**src/rtl/pulse_stretch_if.sv**
```systemverilog
// Signal bundle between a strobe source and the pulse stretcher.
// trig is a one-cycle request; out/busy/dropped/state_dbg are registered status from the stretcher.
interface pulse_stretch_if;
   logic       trig;
   logic       out;
   logic       busy;
   logic       dropped;
   logic [1:0] state_dbg;

   modport master (output trig, input out, input busy, input dropped, input state_dbg);
   modport slave  (input trig, output out, output busy, output dropped, output state_dbg);
endinterface

```
**src/rtl/pulse_stretch.sv**
```systemverilog
// Turns a single-cycle strobe into a fixed-width, glitch-free level pulse on an external line,
// with a minimum recovery gap, a one-deep trigger queue and a drop flag.
module pulse_stretch #(
   parameter int CNT_W          = 16,
   parameter int ACTIVE_LEN     = 50000,
   parameter int GAP_LEN        = 5000,
   parameter bit OUT_ACTIVE_LOW = 1'b1
) (
   input  logic            clk,
   input  logic            reset_n,
   pulse_stretch_if.slave  ps
);

   typedef enum logic [1:0] {
      IDLE   = 2'd0,
      ACTIVE = 2'd1,
      GAP    = 2'd2
   } state_t;

   localparam logic [CNT_W-1:0] ACT_LOAD = CNT_W'(ACTIVE_LEN - 1);
   localparam logic [CNT_W-1:0] GAP_LOAD = CNT_W'((GAP_LEN > 0) ? (GAP_LEN - 1) : 0);
   localparam bit   HAS_GAP  = (GAP_LEN > 0);
   localparam logic LVL_ON   = ~OUT_ACTIVE_LOW;
   localparam logic LVL_OFF  = OUT_ACTIVE_LOW;

   state_t           state, state_nx;
   logic [CNT_W-1:0] cnt, cnt_nx;
   logic             pend, pend_nx;
   logic             drop_nx;
   logic             end_gap;
   logic             queue_ok;
   logic             cnt_last;
   logic             out_q, busy_q, dropped_q;

   assign cnt_last = (cnt == '0);

   always_comb begin
      state_nx = state;
      cnt_nx   = cnt;
      pend_nx  = pend;
      drop_nx  = 1'b0;
      end_gap  = 1'b0;
      queue_ok = 1'b0;

      case (state)
         IDLE: begin
            cnt_nx = '0;
            if (ps.trig) begin
               state_nx = ACTIVE;
               cnt_nx   = ACT_LOAD;
            end
         end
         ACTIVE: begin
            // With no gap configured the last active cycle is also the end-of-gap decision point.
            if (cnt_last && !HAS_GAP) begin
               end_gap = 1'b1;
            end else if (cnt_last) begin
               state_nx = GAP;
               cnt_nx   = GAP_LOAD;
               queue_ok = 1'b1;
            end else begin
               cnt_nx   = cnt - CNT_W'(1);
               queue_ok = 1'b1;
            end
         end
         GAP: begin
            if (cnt_last) begin
               end_gap = 1'b1;
            end else begin
               cnt_nx   = cnt - CNT_W'(1);
               queue_ok = 1'b1;
            end
         end
         default: begin
            state_nx = IDLE;
            cnt_nx   = '0;
            pend_nx  = 1'b0;
         end
      endcase

      // A queued request wins the restart; a trig arriving at that moment takes its queue slot.
      if (end_gap) begin
         if (pend) begin
            state_nx = ACTIVE;
            cnt_nx   = ACT_LOAD;
            pend_nx  = ps.trig;
         end else if (ps.trig) begin
            state_nx = ACTIVE;
            cnt_nx   = ACT_LOAD;
         end else begin
            state_nx = IDLE;
            cnt_nx   = '0;
         end
      end

      if (queue_ok && ps.trig) begin
         if (pend) drop_nx = 1'b1;
         else      pend_nx = 1'b1;
      end
   end

   always_ff @(posedge clk or negedge reset_n) begin
      if (!reset_n) begin
         state     <= IDLE;
         cnt       <= '0;
         pend      <= 1'b0;
         out_q     <= LVL_OFF;
         busy_q    <= 1'b0;
         dropped_q <= 1'b0;
      end else begin
         state     <= state_nx;
         cnt       <= cnt_nx;
         pend      <= pend_nx;
         out_q     <= (state_nx == ACTIVE) ? LVL_ON : LVL_OFF;
         busy_q    <= (state_nx != IDLE) | pend_nx;
         dropped_q <= drop_nx;
      end
   end

   assign ps.out       = out_q;
   assign ps.busy      = busy_q;
   assign ps.dropped   = dropped_q;
   assign ps.state_dbg = state;

endmodule

```
**src/flat_wrapper.sv**
```systemverilog
// flat-port wrapper written by rule: the top's interface ports become plain ports
module pulse_stretch_flat 
#(
   parameter int CNT_W          = 16,
   parameter int ACTIVE_LEN     = 50000,
   parameter int GAP_LEN        = 5000,
   parameter bit OUT_ACTIVE_LOW = 1'b1
)
  (clk, reset_n, ps_trig, ps_out, ps_busy, ps_dropped, ps_state_dbg);
  pulse_stretch_if ps_i ();
  input  logic clk;
  input  logic reset_n;
  input wire logic [$bits(ps_i.trig)-1:0] ps_trig;
  output wire logic [$bits(ps_i.out)-1:0] ps_out;
  output wire logic [$bits(ps_i.busy)-1:0] ps_busy;
  output wire logic [$bits(ps_i.dropped)-1:0] ps_dropped;
  output wire logic [$bits(ps_i.state_dbg)-1:0] ps_state_dbg;
  assign ps_i.trig = ps_trig;
  assign ps_out = ps_i.out;
  assign ps_busy = ps_i.busy;
  assign ps_dropped = ps_i.dropped;
  assign ps_state_dbg = ps_i.state_dbg;
  pulse_stretch #(.CNT_W(CNT_W), .ACTIVE_LEN(ACTIVE_LEN), .GAP_LEN(GAP_LEN), .OUT_ACTIVE_LOW(OUT_ACTIVE_LOW)) u_core (.clk(clk), .reset_n(reset_n), .ps(ps_i));
endmodule
```
**config.mk**
```make
export PLATFORM = sky130hd
export DESIGN_NAME = pulse_stretch_flat
export DESIGN_NICKNAME = d
export VERILOG_FILES = /design/src/rtl/pulse_stretch_if.sv /design/src/rtl/pulse_stretch.sv /design/src/flat_wrapper.sv
export SDC_FILE = /design/constraint.sdc
export NUM_CORES = 1
export LEC_CHECK = 0
export ABC_AREA = 0
export CORE_ASPECT_RATIO = 1.1
export CORE_MARGIN = 2
export CORE_UTILIZATION = 60
export DETAILED_ROUTE_END_ITERATION = 7
export GPL_TIMING_DRIVEN = 0
export PLACE_DENSITY = 0.8
export SETUP_SLACK_MARGIN = 0.15
export SLEW_MARGIN = 20
export SYNTH_ARGS = -nofsm -noshare
export SYNTH_HDL_FRONTEND = slang
export SYNTH_SLANG_ARGS = --single-unit
```
**constraint.sdc**
```tcl
create_clock -name clk -period 3.4 [get_ports clk]
set_clock_uncertainty 0.15 [all_clocks]
set_input_delay 0.68 -clock clk [delete_from_list [all_inputs] [get_ports clk]]
set_output_delay 0.68 -clock clk [all_outputs]
set_load 0.005 [all_outputs]
```
==> metrics.md, run 1 <==
| Metric | Value |
|---|---|
| Outcome | complete, no violations |
| Site row count | 17 |
| Wire per inst | 14.4 microns |
| Design area | 0.00144 sq mm |
| CP required | 3.43 ns |
| Peak supply drop | 0.574 mV |
| Largest fanout on the critical path | 9 |
| Crit path launch type | flop |
| Gr usage total | 22.2% |
| Hold_buf cts | 0 |
| Final setup TNS | 0 ns |
| Worst-skew pair later-pin latency | 0.30 ns |
| Fin crit period | 2.35 ns |
| CP endpoint | u_core.cnt[14] |
| Initial DRC Count | 15 |
| Layout area overhead | 10.9% |
| DIE WIDTH | 48.4 microns |
| TritonCTS sink count | 22 |
| Max Buffers Root-to-Sink | 2 |
| Reg-to-reg startpoint | u_core.cnt[0] |
| Htree depth | 1 |
| # Post-CTS Setup Buffers | 0 |
| Share of the synthesized area in the top cell type | 40.4% |
| Util after Layout | 71.4% |
| FF+latch count, synth | 22 |
| Clk slew on worst S/H paths | 0.12 ns |
| Final Hold Vio Count | 0 |
| Post-route ant nets | 0 |
| Synth cell types | 45 |
| Relative slew slack | 36.9% |
| FMAX | 0.426 GHz |
| Post-synthesis sequential area ratio | 42.4% |
| PnR Total Power | 1.33 mW |
| Ys async rst share | 100% |
| Syn nets | 135 |
| Synth area leaders | dfrtp_1 40%, xnor2_1 5.4%, ha_1 4.8% |
| FF-to-FF path depth | 8 |
| Synth Warn # | 0 |
| Drt drc | 0 |
| Largest net degree at the start of global routing | 23 |
| IO Port Bufs | 7 |
| Synth area leader | dfrtp_1 |
| DR pass1 iterations | 4 |
| Die area | 0.00256 sq mm |
| Final setup viols | 0 |
| R2R Setup Slk | 1.05 ns |
| Placer Congestion | 0.839 |
| CTS tree | built |
| Pwr/cell area | 924 mW/mm^2 |
| Global-route wire length before repair | 4.23 mm |
| Layout net count | 147 |
| Final WL | 2.39 mm |
| Tightest Pin Transition | 0.943 ns |
| Clk root buf | clkbuf_4 |
| Max cap viols | 0 |
| Via count | 960 |
| Share of layout cells above drive strength 1 | 14.5% |
| Starting Density | 64.4% |
| Initial antenna violation count | 0 |
| Kind of critical path | flop to flop |
| Slew Limit Fails | 0 |
| Crit path capture type | flop |
| Dpl cell area | 0.00141 sq mm |
| Reg-to-reg endpoint | u_core.cnt[14] |
| Number of CTS-inserted buffers | 3 |
| Die height | 52.8 microns |
| Finished Layout Cells | 166 |
| Total gr overflow | 0 |
| Worst min-delay path class | flop to flop |
| Post-Place Cells | 162 |
| Synthesized area | 0.00130 sq mm |
| CP Data Arrival Time | 2.38 ns |
| Number of global-route vias before repair | 969 |
| Post-CTS sizing | 0 |
| Vias per Instance | 5.78 |
| P_leak | 0.652 nW |
| Syn Inst Count | 127 |
| Post-synth top flop | dfrtp_1 |
| Number of I/O pins | 8 |
| Post-route clock period utilization | 69.1% |
| Crit path from | u_core.cnt[0] |
| Syn_area_per_cell | 10.2 sq um |
| RSZ-0062 raised after global routing | false |
| Core ar. | 0.00202 sq mm |
| EDFF count, synth | 0 |
| Post-DP HPWL | 1.80 mm |
| Antenna Cells | 0 |
==> flip-flops by register name, summed over array words and instances (netlist names) <==
name	count
u_core.ps.state_dbg	2
u_core.ps.busy	1
u_core.ps.dropped	1
u_core.ps.out	1
u_core.pend	1
u_core.cnt	16
==> logic make-up (layout without fill, tap and decap cells) <==
kind of cell	after synthesis	after routing	share of synthesized area [%]
adder cells (fa/ha/maj)	5	5	4.81
XOR/XNOR	11	11	7.40
AND/OR/NAND/NOR	49	49	23.4
AO/OA/AOI/OAI	31	31	18.2
flip-flops	22	22	42.4
buffers and inverters	9	20	3.85
==> layout make-up <==
class,instances,area (sq um)
multi-input combinational,96,699
timing repair buffer,7,70.1
sequential,22,552
clock buffer,4,36.3
buffer,3,27.5
fill,153,578
inverter,6,22.5
tap,28,35.0
==> worst min path at each step <==
stage	start	endpoint	cells past startpoint
2_1_floorplan	reset_n	u_core.cnt[0]	0
3_3_place_gp	u_core.cnt[10]	u_core.cnt[10]	2
3_5_place_dp	u_core.cnt[13]	u_core.cnt[13]	2
4_1_cts	u_core.cnt[13]	u_core.cnt[13]	2
5_1_grt	u_core.cnt[5]	u_core.cnt[5]	2
6_report	u_core.cnt[13]	u_core.cnt[13]	2
==> worst max-delay path, cell delays in order, from the launching register on <==
cell and delay (ns):
dfrtp_1 0.46, inv_1 0.08, ha_1 0.17, nor3b_2 0.43
and4_1 0.32, buf_6 0.14, a21oi_2 0.13, a21boi_4 0.24
o31ai_1 0.10
==> metal layers <==
layer | part of all wire, % | wire length, microns | global-route usage [%]
met1 | 44 | 1050 | 24.6
met5 | 0 | 0 | 0
met3 | 2.8 | 67 | 4.57
met4 | 1.0 | 25 | 11.9
met2 | 52 | 1240 | 40.7
==> Yosys cell counts, types with 3 or more instances <==
library cell	instances
dfrtp_1	21
o21ai_2	3
o21ai_0	6
inv_1	6
nor4_1	3
a21o_1	3
nor2_1	13
ha_1	5
a21oi_1	3
xnor2_1	8
nand2_1	10
xor2_1	3
==> cell usage in the layout, fill, tap and decap left out, types with 2 or more instances in the layout <==
| master | instances |
|---|---|
| a21o_1 | 3 |
| a21oi_1 | 3 |
| a21oi_2 | 2 |
| and2_1 | 2 |
| and4_1 | 2 |
| buf_6 | 2 |
| clkbuf_4 | 3 |
| clkdlybuf4s50_1 | 7 |
| dfrtp_1 | 21 |
| ha_1 | 5 |
| inv_1 | 6 |
| nand2_1 | 10 |
| nand2b_1 | 2 |
| nand3_1 | 2 |
| nor2_1 | 13 |
| nor3_1 | 2 |
| nor4_1 | 3 |
| o211ai_1 | 2 |
| o21ai_0 | 6 |
| o21ai_2 | 3 |
| o31ai_1 | 2 |
| or3_1 | 2 |
| xnor2_1 | 8 |
| xor2_1 | 3 |
==> power by group <==
| part | switching (mW) | internal, mW | total (mW) |
|---|---|---|---|
| Clock | 0.0760 | 0.0654 | 0.141 |
| Combinational | 0.373 | 0.328 | 0.701 |
| Sequential | 0.123 | 0.368 | 0.491 |
==> stage by stage <==
step	hold slack, ns	worst slack, ns
2_1_floorplan	0.234	1.41
3_3_place_gp	0.401	1.05
3_5_place_dp	0.424	1.06
4_1_cts	0.447	1.06
5_1_grt	0.483	0.862
6_report	0.447	1.05
Power figures use the tool's default switching activity.
==> inputs of run 2 (changes only) <==
CORE_UTILIZATION = 52   (was 60)
PLACE_DENSITY = 0.74   (was 0.8)
clock period = 2.01 ns   (was 3.4 ns; I/O delays follow)
==> metrics.md, run 2 (synthesis gave the netlist of run 1 again) <==
| Metric | Value |
|---|---|
| Crit-path max cell delay | 0.45 ns |
| TritonCTS sink count | 22 |
| Htree depth | 1 |
| Share of layout cells above drive strength 1 | 33.1% |
| Layout area overhead | 28.8% |
| CP endpoint | u_core.pend |
| Design area | 0.00168 sq mm |
| Vias per Instance | 5.76 |
| Fin crit period | 1.99 ns |
| DR pass1 iterations | 4 |
| Kind of critical path | flop to flop |
| Dpl cell area | 0.00143 sq mm |
| Outcome | complete, no violations |
| CP required | 2.11 ns |
| CP most frequent cell | buf_6 |
| Worst min-delay path class | input pin to asynchronous set/reset pin |
| Clk slew on worst S/H paths | 0.12 ns |
| Number of global-route vias before repair | 1068 |
| Place WS | -0.174 ns |
| Wire per inst | 14.6 microns |
| Peak supply drop | 1.06 mV |
| Post-route clock period utilization | 98.8% |
| Crit path capture type | flop |
| Largest net degree at the start of global routing | 23 |
| Sw power | 1.12 mW |
| Slowest cell on the critical path | dfrtp_1 |
| Post-route ant nets | 0 |
| Crit path from | u_core.cnt[14] |
| Core ar. | 0.00245 sq mm |
| Post-Place Cells | 165 |
| R2R Setup Slk | 0.02 ns |
| FF-to-FF path depth | 8 |
| Crit path max-delay family | simple AND/OR/NAND/NOR gates |
| Buf/Inv on CP | 3 |
| Worst setup margin | 0.0241 ns |
| Sequential power share | 31.8% |
| Starting Density | 53.1% |
| DIE WIDTH | 51.7 microns |
| Pwr/cell area | 1560 mW/mm^2 |
| Final setup TNS | 0 ns |
| Reg-to-reg endpoint | u_core.pend |
| Max Buffers Root-to-Sink | 2 |
| Commonest non-fill, non-tap cell in the layout | dfrtp_1 |
| Critical Path Stages | 8 |
| CP cell instances | nor4_1 > and4_1 > buf_6 > buf_6 > buf_6 > and3_4 > o21ai_2 > nand2_1 |
| Number of I/O pins | 8 |
| Worst-skew pair later-pin latency | 0.30 ns |
| Die area | 0.00292 sq mm |
| Via count | 1049 |
| CP Data Arrival Time | 2.08 ns |
| Die height | 56.5 microns |
| Internal | 1.49 mW |
| Tightest Pin Transition | 0.487 ns |
| Initial antenna violation count | 0 |
| Gr usage total | 21.5% |
| Largest Register | u_core.cnt |
| Total gr overflow | 0 |
| PnR Total Power | 2.61 mW |
| Slew Limit Fails | 0 |
| Antenna Cells | 0 |
| Placer Congestion | 0.842 |
| Max reg flops | 16 |
| FMAX | 0.504 GHz |
| Clock share of power | 9.2% |
| Most frequent cells in the layout | 21 x dfrtp_1, 9 x nor2_1, 9 x nand2_1 |
| Global-route wire length before repair | 4.73 mm |
| Reg-to-reg startpoint | u_core.cnt[14] |
| Max cap viols | 0 |
| Largest fanout on the critical path | 6 |
| Initial DRC Count | 27 |
| IO Port Bufs | 7 |
| Layout net count | 160 |
| Number of CTS-inserted buffers | 3 |
| Relative slew slack | 67.5% |
| P_leak | 0.772 nW |
| Final WL | 2.65 mm |
| Crit path launch type | flop |
| Drt drc | 0 |
| Comb pwr share | 59.0% |
| Sw frac | 42.8% |
| Post-DP HPWL | 1.75 mm |
| Final setup viols | 0 |
| RSZ-0062 raised after global routing | true |
| Final Hold Vio Count | 0 |
| CTS tree | built |
| Site row count | 19 |
| Finished Layout Cells | 182 |
| Clk root buf | clkbuf_4 |
-- run 2: layout make-up --
| cell class | count | area [sq um] |
|---|---|---|
| inverter | 6 | 22.5 |
| fill | 178 | 773 |
| multi-input combinational | 96 | 817 |
| tap | 31 | 38.8 |
| clock buffer | 4 | 36.3 |
| buffer | 3 | 27.5 |
| sequential | 22 | 552 |
| timing repair buffer | 20 | 181 |
-- run 2: per-layer routing --
layer | GRT usage, % | part of all wire (%) | wire [microns]
met2 | 35.3 | 52 | 1380
met4 | 9.40 | 1.7 | 44
met3 | 3.99 | 1.8 | 49
met5 | 0 | 0 | 0
met1 | 27.3 | 44 | 1170
-- run 2: power groups by stage --
stage          sequential, mW  clock, mW  combinational, mW
3_5_place_dp            0.841          0               1.21
5_1_grt                 0.852      0.273               1.69
2_1_floorplan           0.807          0              0.943
4_1_cts                 0.821      0.246               1.38
3_3_place_gp            0.828          0               1.18
6_report                0.830      0.240               1.54
-- run 2: how the worst min path moves through the flow --
stage,cells after the start,end,slack [ns],startpoint
final,2,u_core.cnt[3],0.43,reset_n
after detailed placement,2,u_core.cnt[13],0.44,u_core.cnt[13]
after global placement,2,u_core.cnt[10],0.41,u_core.cnt[10]
after global routing,2,u_core.cnt[4],0.45,reset_n
after floorplan,0,u_core.cnt[0],-0.04,reset_n
after CTS,2,u_core.cnt[13],0.46,u_core.cnt[13]
-- run 2: what timing repair did --
| action | in CTS | in global routing |
|---|---|---|
| pin swaps | 12 | 9 |
| endpoints found under the setup margin | 22 | 22 |
| resized for setup | 11 | 18 |
| buffers inserted | 10 | 2 |
| endpoints found under the hold margin | 0 | 21 |
| cloned | 0 | 0 |
| hold buffers | 0 | 1 |
-- run 2: per-stage QoR --
| stage | hold WS (ns) | utilization [%] |
|---|---|---|
| final | 0.426 | 68.4 |
| after global routing | 0.453 | 68.4 |
| after CTS | 0.455 | 64.3 |
| after detailed placement | 0.435 | 58.2 |
| after global placement | 0.412 | 58.2 |
| after floorplan | -0.0436 | - |
